$ cat config.mk
export PLATFORM = sky130hd
export DESIGN_NAME = fan_ctrl
export DESIGN_NICKNAME = d
export VERILOG_FILES = /design/src/rtl/fan_ctrl_pkg.sv /design/src/rtl/fan_ctrl_pwm.sv /design/src/rtl/fan_ctrl.sv
export SDC_FILE = /design/constraint.sdc
export NUM_CORES = 2
export LEC_CHECK = 0
export CORE_MARGIN = 8
export CORE_UTILIZATION = 55
export DETAILED_ROUTE_END_ITERATION = 10
export PLACE_DENSITY = 0.73
export SYNTH_ARGS = -nofsm -noshare
export SYNTH_HDL_FRONTEND = slang
export SYNTH_HIERARCHICAL = 1
export SYNTH_SLANG_ARGS = --single-unit
$ cat constraint.sdc
create_clock -name clk_i -period 18.8 [get_ports clk_i]
set_clock_uncertainty 0.15 [all_clocks]
set_input_delay 5.64 -clock clk_i [delete_from_list [all_inputs] [get_ports clk_i]]
set_output_delay 5.64 -clock clk_i [all_outputs]
set_load 0.02 [all_outputs]
$ cat src/rtl/fan_ctrl_pkg.sv
// fan_ctrl_pkg
//   Shared constants and helpers for the fan speed controller.
//   - Default widths: ADC 8 bits, coefficient 35 bits, of which 30 are fractional.
//   - sat_limit(): clamps a signed value into [0, 2^bits-1].
package fan_ctrl_pkg;

  localparam int ADC_BITWIDTH_DEF  = 8;
  localparam int REG_BITWIDTH_DEF  = 35;
  localparam int FRAC_BITWIDTH_DEF = 30;

  // Clamp to the unsigned range of a 'bits'-wide controller output.
  // The 64-bit argument covers the default accumulator width of 47 bits.
  function automatic logic signed [63:0] sat_limit(input logic signed [63:0] val,
                                                   input int unsigned        bits);
    logic signed [63:0] hi;
    hi = (64'sd1 <<< bits) - 64'sd1;
    if (val < 64'sd0)   sat_limit = '0;
    else if (val > hi)  sat_limit = hi;
    else                sat_limit = val;
  endfunction

endpackage

$ cat src/rtl/fan_ctrl_pwm.sv
// fan_ctrl_pwm
//   PWM generator: free-running tick counter, a duty latch that is reloaded
//   only when the counter wraps, and a registered compare output.
//   Ports:
//     clk_i, rstn_i     clock, synchronous active-low reset
//     clk_en_PWM_i      one counter tick per high cycle
//     period_i          PWM period in ticks (0 keeps the counter at 0)
//     min_i             minimum on-time in ticks
//     pid_val_i         controller output, non-negative
//     PWM_pin_o         registered PWM output
//   Build option: FANCTRL_PWM_INVERT_EN inverts the output (and resets it high).
module fan_ctrl_pwm #(
  parameter int CW = 9,          // counter / period width
  parameter int MW = 8           // minimum on-time width
) (
  input  logic          clk_i,
  input  logic          rstn_i,
  input  logic          clk_en_PWM_i,
  input  logic [CW-1:0] period_i,
  input  logic [MW-1:0] min_i,
  input  logic [CW-1:0] pid_val_i,
  output logic          PWM_pin_o
);

`ifdef FANCTRL_PWM_INVERT_EN
  localparam logic PIN_RST = 1'b1;
`else
  localparam logic PIN_RST = 1'b0;
`endif

  logic [CW-1:0] cnt_q, cnt_d;
  logic [CW-1:0] duty_q, duty_d;
  logic          pin_q, pin_d;
  logic          wrap;
  logic [CW:0]   duty_sum;
  logic          active;

  always_comb begin
    // NOTE: every signal written here gets a default first, so no path leaves
    // it unassigned and no latch is inferred.
    cnt_d  = cnt_q;
    duty_d = duty_q;
    // A zero period wraps on every tick, which pins the counter at 0 and
    // reloads the duty with min(..., 0) = 0.
    wrap     = (period_i == '0) || (cnt_q >= period_i - CW'(1));
    // One extra bit so the sum cannot overflow before it is capped at the period.
    duty_sum = {{(CW + 1 - MW){1'b0}}, min_i} + {1'b0, pid_val_i};
    if (clk_en_PWM_i) begin
      if (wrap) begin
        cnt_d  = '0;
        duty_d = (duty_sum > {1'b0, period_i}) ? period_i : duty_sum[CW-1:0];
      end else begin
        cnt_d  = cnt_q + CW'(1);
      end
    end
    active = (cnt_q < duty_q);
`ifdef FANCTRL_PWM_INVERT_EN
    pin_d  = ~active;
`else
    pin_d  = active;
`endif
  end

  always_ff @(posedge clk_i) begin
    if (!rstn_i) begin
      cnt_q  <= '0;
      duty_q <= {{(CW - MW){1'b0}}, min_i};
      pin_q  <= PIN_RST;
    end else begin
      cnt_q  <= cnt_d;
      duty_q <= duty_d;
      pin_q  <= pin_d;
    end
  end

  assign PWM_pin_o = pin_q;

endmodule

$ cat src/rtl/fan_ctrl.sv
// fan_ctrl
//   Closed-loop fan speed controller. Each strobed ADC sample runs one step of
//   a 2nd-order IIR (discrete PID) on e = SET - ADC; the result is saturated
//   to 0..2^ADC_BITWIDTH-1 and fed to a PWM generator.
//   Ports:
//     clk_i, rstn_i          clock, synchronous active-low reset
//     clk_en_PWM_i           PWM tick enable
//     dataValid_STRB_i       one PID update per high cycle
//     periodCounterValue_i   PWM period in ticks
//     minCounterValue_i      minimum PWM on-time in ticks
//     ADC_value_i            measured value, unsigned
//     SET_value_i            setpoint, unsigned
//     a0_i, a1_i             signed feedback coefficients (Q(REG-FRAC).FRAC)
//     b0_i, b1_i, b2_i       signed feedforward coefficients
//     PWM_pin_o              fan PWM output, registered
//     PID_Val_o              signed controller output, 0..2^ADC_BITWIDTH-1
//   Build option: FANCTRL_PWM_INVERT_EN inverts the PWM output polarity.
module fan_ctrl
  import fan_ctrl_pkg::*;
#(
  parameter int ADC_BITWIDTH  = ADC_BITWIDTH_DEF,
  parameter int REG_BITWIDTH  = REG_BITWIDTH_DEF,
  parameter int FRAC_BITWIDTH = FRAC_BITWIDTH_DEF
) (
  input  logic                           clk_i,
  input  logic                           rstn_i,
  input  logic                           clk_en_PWM_i,
  input  logic                           dataValid_STRB_i,
  input  logic        [ADC_BITWIDTH:0]   periodCounterValue_i,
  input  logic        [ADC_BITWIDTH-1:0] minCounterValue_i,
  input  logic        [ADC_BITWIDTH-1:0] ADC_value_i,
  input  logic        [ADC_BITWIDTH-1:0] SET_value_i,
  input  logic signed [REG_BITWIDTH-1:0] a0_i,
  input  logic signed [REG_BITWIDTH-1:0] a1_i,
  input  logic signed [REG_BITWIDTH-1:0] b0_i,
  input  logic signed [REG_BITWIDTH-1:0] b1_i,
  input  logic signed [REG_BITWIDTH-1:0] b2_i,
  output logic                           PWM_pin_o,
  output logic signed [ADC_BITWIDTH:0]   PID_Val_o
);

  localparam int PW    = ADC_BITWIDTH + 1;
  // Five full-precision products of REG x (ADC+1) bits need 3 guard bits.
  localparam int ACC_W = REG_BITWIDTH + ADC_BITWIDTH + 4;

  logic signed [PW-1:0]    e;
  logic signed [PW-1:0]    e1_q, e1_d, e2_q, e2_d;
  logic signed [PW-1:0]    y1_q, y1_d, y2_q, y2_d;
  logic signed [PW-1:0]    pid_q, pid_d;
  logic signed [ACC_W-1:0] acc;
  logic signed [ACC_W-1:0] y_shift;
  logic signed [PW-1:0]    y_sat;

  always_comb begin
    e1_d  = e1_q;
    e2_d  = e2_q;
    y1_d  = y1_q;
    y2_d  = y2_q;
    pid_d = pid_q;

    // Both operands zero-extended by one bit, so the difference always fits.
    e = $signed({1'b0, SET_value_i}) - $signed({1'b0, ADC_value_i});

    // Operands are sign-extended to the accumulator width before multiplying,
    // so every product is exact.
    acc = ACC_W'(b2_i) * ACC_W'(e)
        + ACC_W'(b1_i) * ACC_W'(e1_q)
        + ACC_W'(b0_i) * ACC_W'(e2_q)
        - ACC_W'(a1_i) * ACC_W'(y1_q)
        - ACC_W'(a0_i) * ACC_W'(y2_q);

    y_shift = acc >>> FRAC_BITWIDTH;
    y_sat   = PW'(sat_limit(64'(y_shift), ADC_BITWIDTH));

    if (dataValid_STRB_i) begin
      pid_d = y_sat;
      e2_d  = e1_q;
      e1_d  = e;
      // The history keeps the saturated output so the integrator cannot wind up.
      y2_d  = y1_q;
      y1_d  = y_sat;
    end
  end

  // NOTE: reset is sampled on the clock edge (synchronous), so it is tested
  // inside the clocked block rather than appearing in the sensitivity list.
  always_ff @(posedge clk_i) begin
    if (!rstn_i) begin
      e1_q  <= '0;
      e2_q  <= '0;
      y1_q  <= '0;
      y2_q  <= '0;
      pid_q <= '0;
    end else begin
      // NOTE: state uses non-blocking assignments so all registers update
      // together from values sampled before the edge.
      e1_q  <= e1_d;
      e2_q  <= e2_d;
      y1_q  <= y1_d;
      y2_q  <= y2_d;
      pid_q <= pid_d;
    end
  end

  assign PID_Val_o = pid_q;

  fan_ctrl_pwm #(
    .CW (PW),
    .MW (ADC_BITWIDTH)
  ) u_pwm (
    .clk_i        (clk_i),
    .rstn_i       (rstn_i),
    .clk_en_PWM_i (clk_en_PWM_i),
    .period_i     (periodCounterValue_i),
    .min_i        (minCounterValue_i),
    .pid_val_i    (pid_q),
    .PWM_pin_o    (PWM_pin_o)
  );

endmodule

==> impl_metrics.csv <==
group,metric,value,unit
status,outcome,"finished, final reports clean",
finish,area_growth,5.93,%
logic_synthesis,synth.most_common_cell,"inv_1",
sta,hold_viol_final,0,
sta,fmax,61.7,MHz
setup_path,slowest_stage,"a221oi_1",
drt,routed_via_density,5.27,
logic_synthesis,synth.top_cell.area_share,57.3,%
logic_synthesis,ys_ff_latch,55,
global_routing,grt_first_pass_wirelength,247,mm
placement,dpl_cell_area,0.0608,mm²
sta,slew_headroom,14.0,%
setup_path,cp-end-kind,"flip-flop",
floorplanning,initial_core_util,55.5,%
cts,htreeDepth,2,
logic_synthesis,synth_fp_nets,8427,
floorplanning,die_area,0.115,mm²
setup_path,worstSetupStartpointType,"input pin",
finish,stdcell_count,7599,
finish,fin_area,0.0610,mm²
drt,initialDrtViolationCount,3005,
floorplanning,core_region_area,0.104,mm²
sta,period_needed,16200,ps
drt,num_vias,40100,
floorplanning,ios,222,
global_routing,grt_max_degree,53,
drt,ant_nets,0,
placement,portBuffers,221,
global_routing,antenna_found_initial,20,
drt,wl,152,mm
drt,dr.pass1.iters,5,
logic_synthesis,syn-mean-instance-area,9.27,µm²
cts,cts_buffers,5,
floorplanning,rows,118,
cts,hold_buffers,0,
logic_synthesis,synth-edff-count,8,
sta,setup_ws,2600,ps
cts,cts_tree,"yes",
flow_run,maxCapViolCount,0,
setup_path,critPathKind,"input pin to flip-flop",
placement,place_ws,2230,ps
cts,cts_root_buffer,"clkbuf_16",
floorplanning,fp.dieW,339,µm
logic_synthesis,yosysUniqueCellTypes,70,
logic_synthesis,yosysTopAreaCell,"fa_1",
cts,clock_latency,350,ps
cts,clk_pin_slew_worst_paths,90,ps
logic_synthesis,synth_seq_area_share,2.05,%
sta,setup_violations,0,
cts,cts_num_sinks,55,
global_routing,grt_pass1_vias,44300,
drt,drc,0,
logic_synthesis,synthCells,6207,
sta,final_max_slew_viol_count,0,
placement,gp_congestion,0.941,
cts,cts_buffer_depth,2,
placement,dpl.hpwl,136,mm
setup_path,crit_arrival,16260,ps
setup_path,crit_fanout,31,
finish,drive_above_1_share,1.45,%
placement,dp.cells,7580,
setup_path,required,18860,ps
global_routing,grtUsageTotal,27.2,%
sta,setup_tns,0,ps
cts,cts_resized,0,
logic_synthesis,synth_area_leaders,"fa_1 (57%), inv_1 (11%), ha_1 (7.8%)",
setup_path,crit_top_cell,"fa_1",
logic_synthesis,synthesis.area,0.0576,mm²
sta,rsz0062_at_grt,"no",
setup_path,max_stage_delay,720,ps
sta,worst_pin_slew,1290,ps
drt,detail_route.wl_per_cell,20.0,µm
hold_path,hold_path_class,"flip-flop to flip-flop",
logic_synthesis,yosys-top-cells-count,"inv_1 (1761), fa_1 (1648), nand2_1 (836), and2_1 (594), ha_1 (360)",
logic_synthesis,synth_warnings,6,
cts,cts_setup_buffers,0,
floorplanning,die_y,339,µm
finish,fin_nets,8427,
sta,fin_crit_sh,86.2,%
global_routing,grt_overflow,0,
logic_synthesis,ys.flop_type,"dfxtp_1",
logic_synthesis,synthArstFlopShare,0,%
-- cells in the final DEF (no fill, tap or decap), types with 14 or more instances in the layout --
master | synthesis | final
inv_1 | 1761 | 1761
fa_1 | 1648 | 1648
nand2_1 | 836 | 836
and2_1 | 594 | 594
ha_1 | 360 | 360
clkdlybuf4s50_1 | 0 | 219
nor2b_1 | 125 | 125
nor2_1 | 113 | 111
a21oi_1 | 69 | 69
nand2b_1 | 64 | 64
dfxtp_1 | 47 | 44
buf_4 | 1 | 44
xnor2_1 | 39 | 36
o21ai_0 | 34 | 34
mux2i_1 | 33 | 33
a211oi_1 | 19 | 19
a21o_1 | 17 | 17
xor2_1 | 17 | 16
nand4_1 | 16 | 16
nand3_1 | 14 | 14
-- per-layer routing --
| metal | share of wire [%] | global-route usage, % |
|---|---|---|
| met5 | 0.062 | 0 |
| met1 | 43 | 38.9 |
| met4 | 1.9 | 5.30 |
| met3 | 11 | 8.73 |
| met2 | 44 | 41.2 |
-- cells by family after synthesis --
| group | share of synthesized area [%] |
|---|---|
| AND/OR/NAND/NOR | 15.6 |
| XOR/XNOR | 0.852 |
| AO/OA/AOI/OAI | 2.37 |
| adder cells (fa/ha/maj) | 65.1 |
| buffers and inverters | 13.3 |
| multiplexers | 0.633 |
| flip-flops | 2.05 |
-- path summary, 6_finish.rpt --
check / slack (ps) / endpoint / cells past startpoint / startpoint
worst min-delay path: 340 / PID_Val_o[7]$_SDFFE_PN0P_ / 2 / PID_Val_o[7]$_SDFFE_PN0P_
worst min register to register: 340 / PID_Val_o[7]$_SDFFE_PN0P_ / 2 / PID_Val_o[7]$_SDFFE_PN0P_
worst max register to register: 9120 / PID_Val_o[2]$_SDFFE_PN0P_ / 27 / y2_q[7]$_SDFFE_PN0P_
worst max-delay path: 2600 / PID_Val_o[2]$_SDFFE_PN0P_ / 36 / ADC_value_i[0]
-- through the flow --
stage                     util (%)  hold slack [ps]
after CTS                     58.8              347
after detailed placement      58.7              334
final                         58.8              340
after global routing          58.8              382
after floorplan                  -              351
after global placement        58.7              323
-- sequential cells by signal (all words and copies together), names as in the netlist --
register,count
PID_Val_o,9
y2_q,9
e2_q,9
u_pwm/PWM_pin_o,1
e1_q,9
u_pwm/duty_q,9
u_pwm/cnt_q,9
-- critical path: cells and delay by family --
family,cells,cell delay (ps)
adder cells (fa/ha/maj),12,5370
AO/OA/AOI/OAI,12,2860
buffers and inverters,8,1470
AND/OR/NAND/NOR,4,900
-- final cells by class --
class / instances / area, µm²
timing repair buffer: 265 / 2530
antenna: 11 / 27.5
fill: 8963 / 42700
tap: 1380 / 1730
inverter: 1761 / 6610
multi-input combinational: 4119 / 48700
clock buffer: 6 / 129
clock inverter: 2 / 16.3
sequential: 55 / 1180
Power is left out: the tool's default activity adds up to more than one toggle a clock period on the data nets, which glitch-free logic cannot reach.
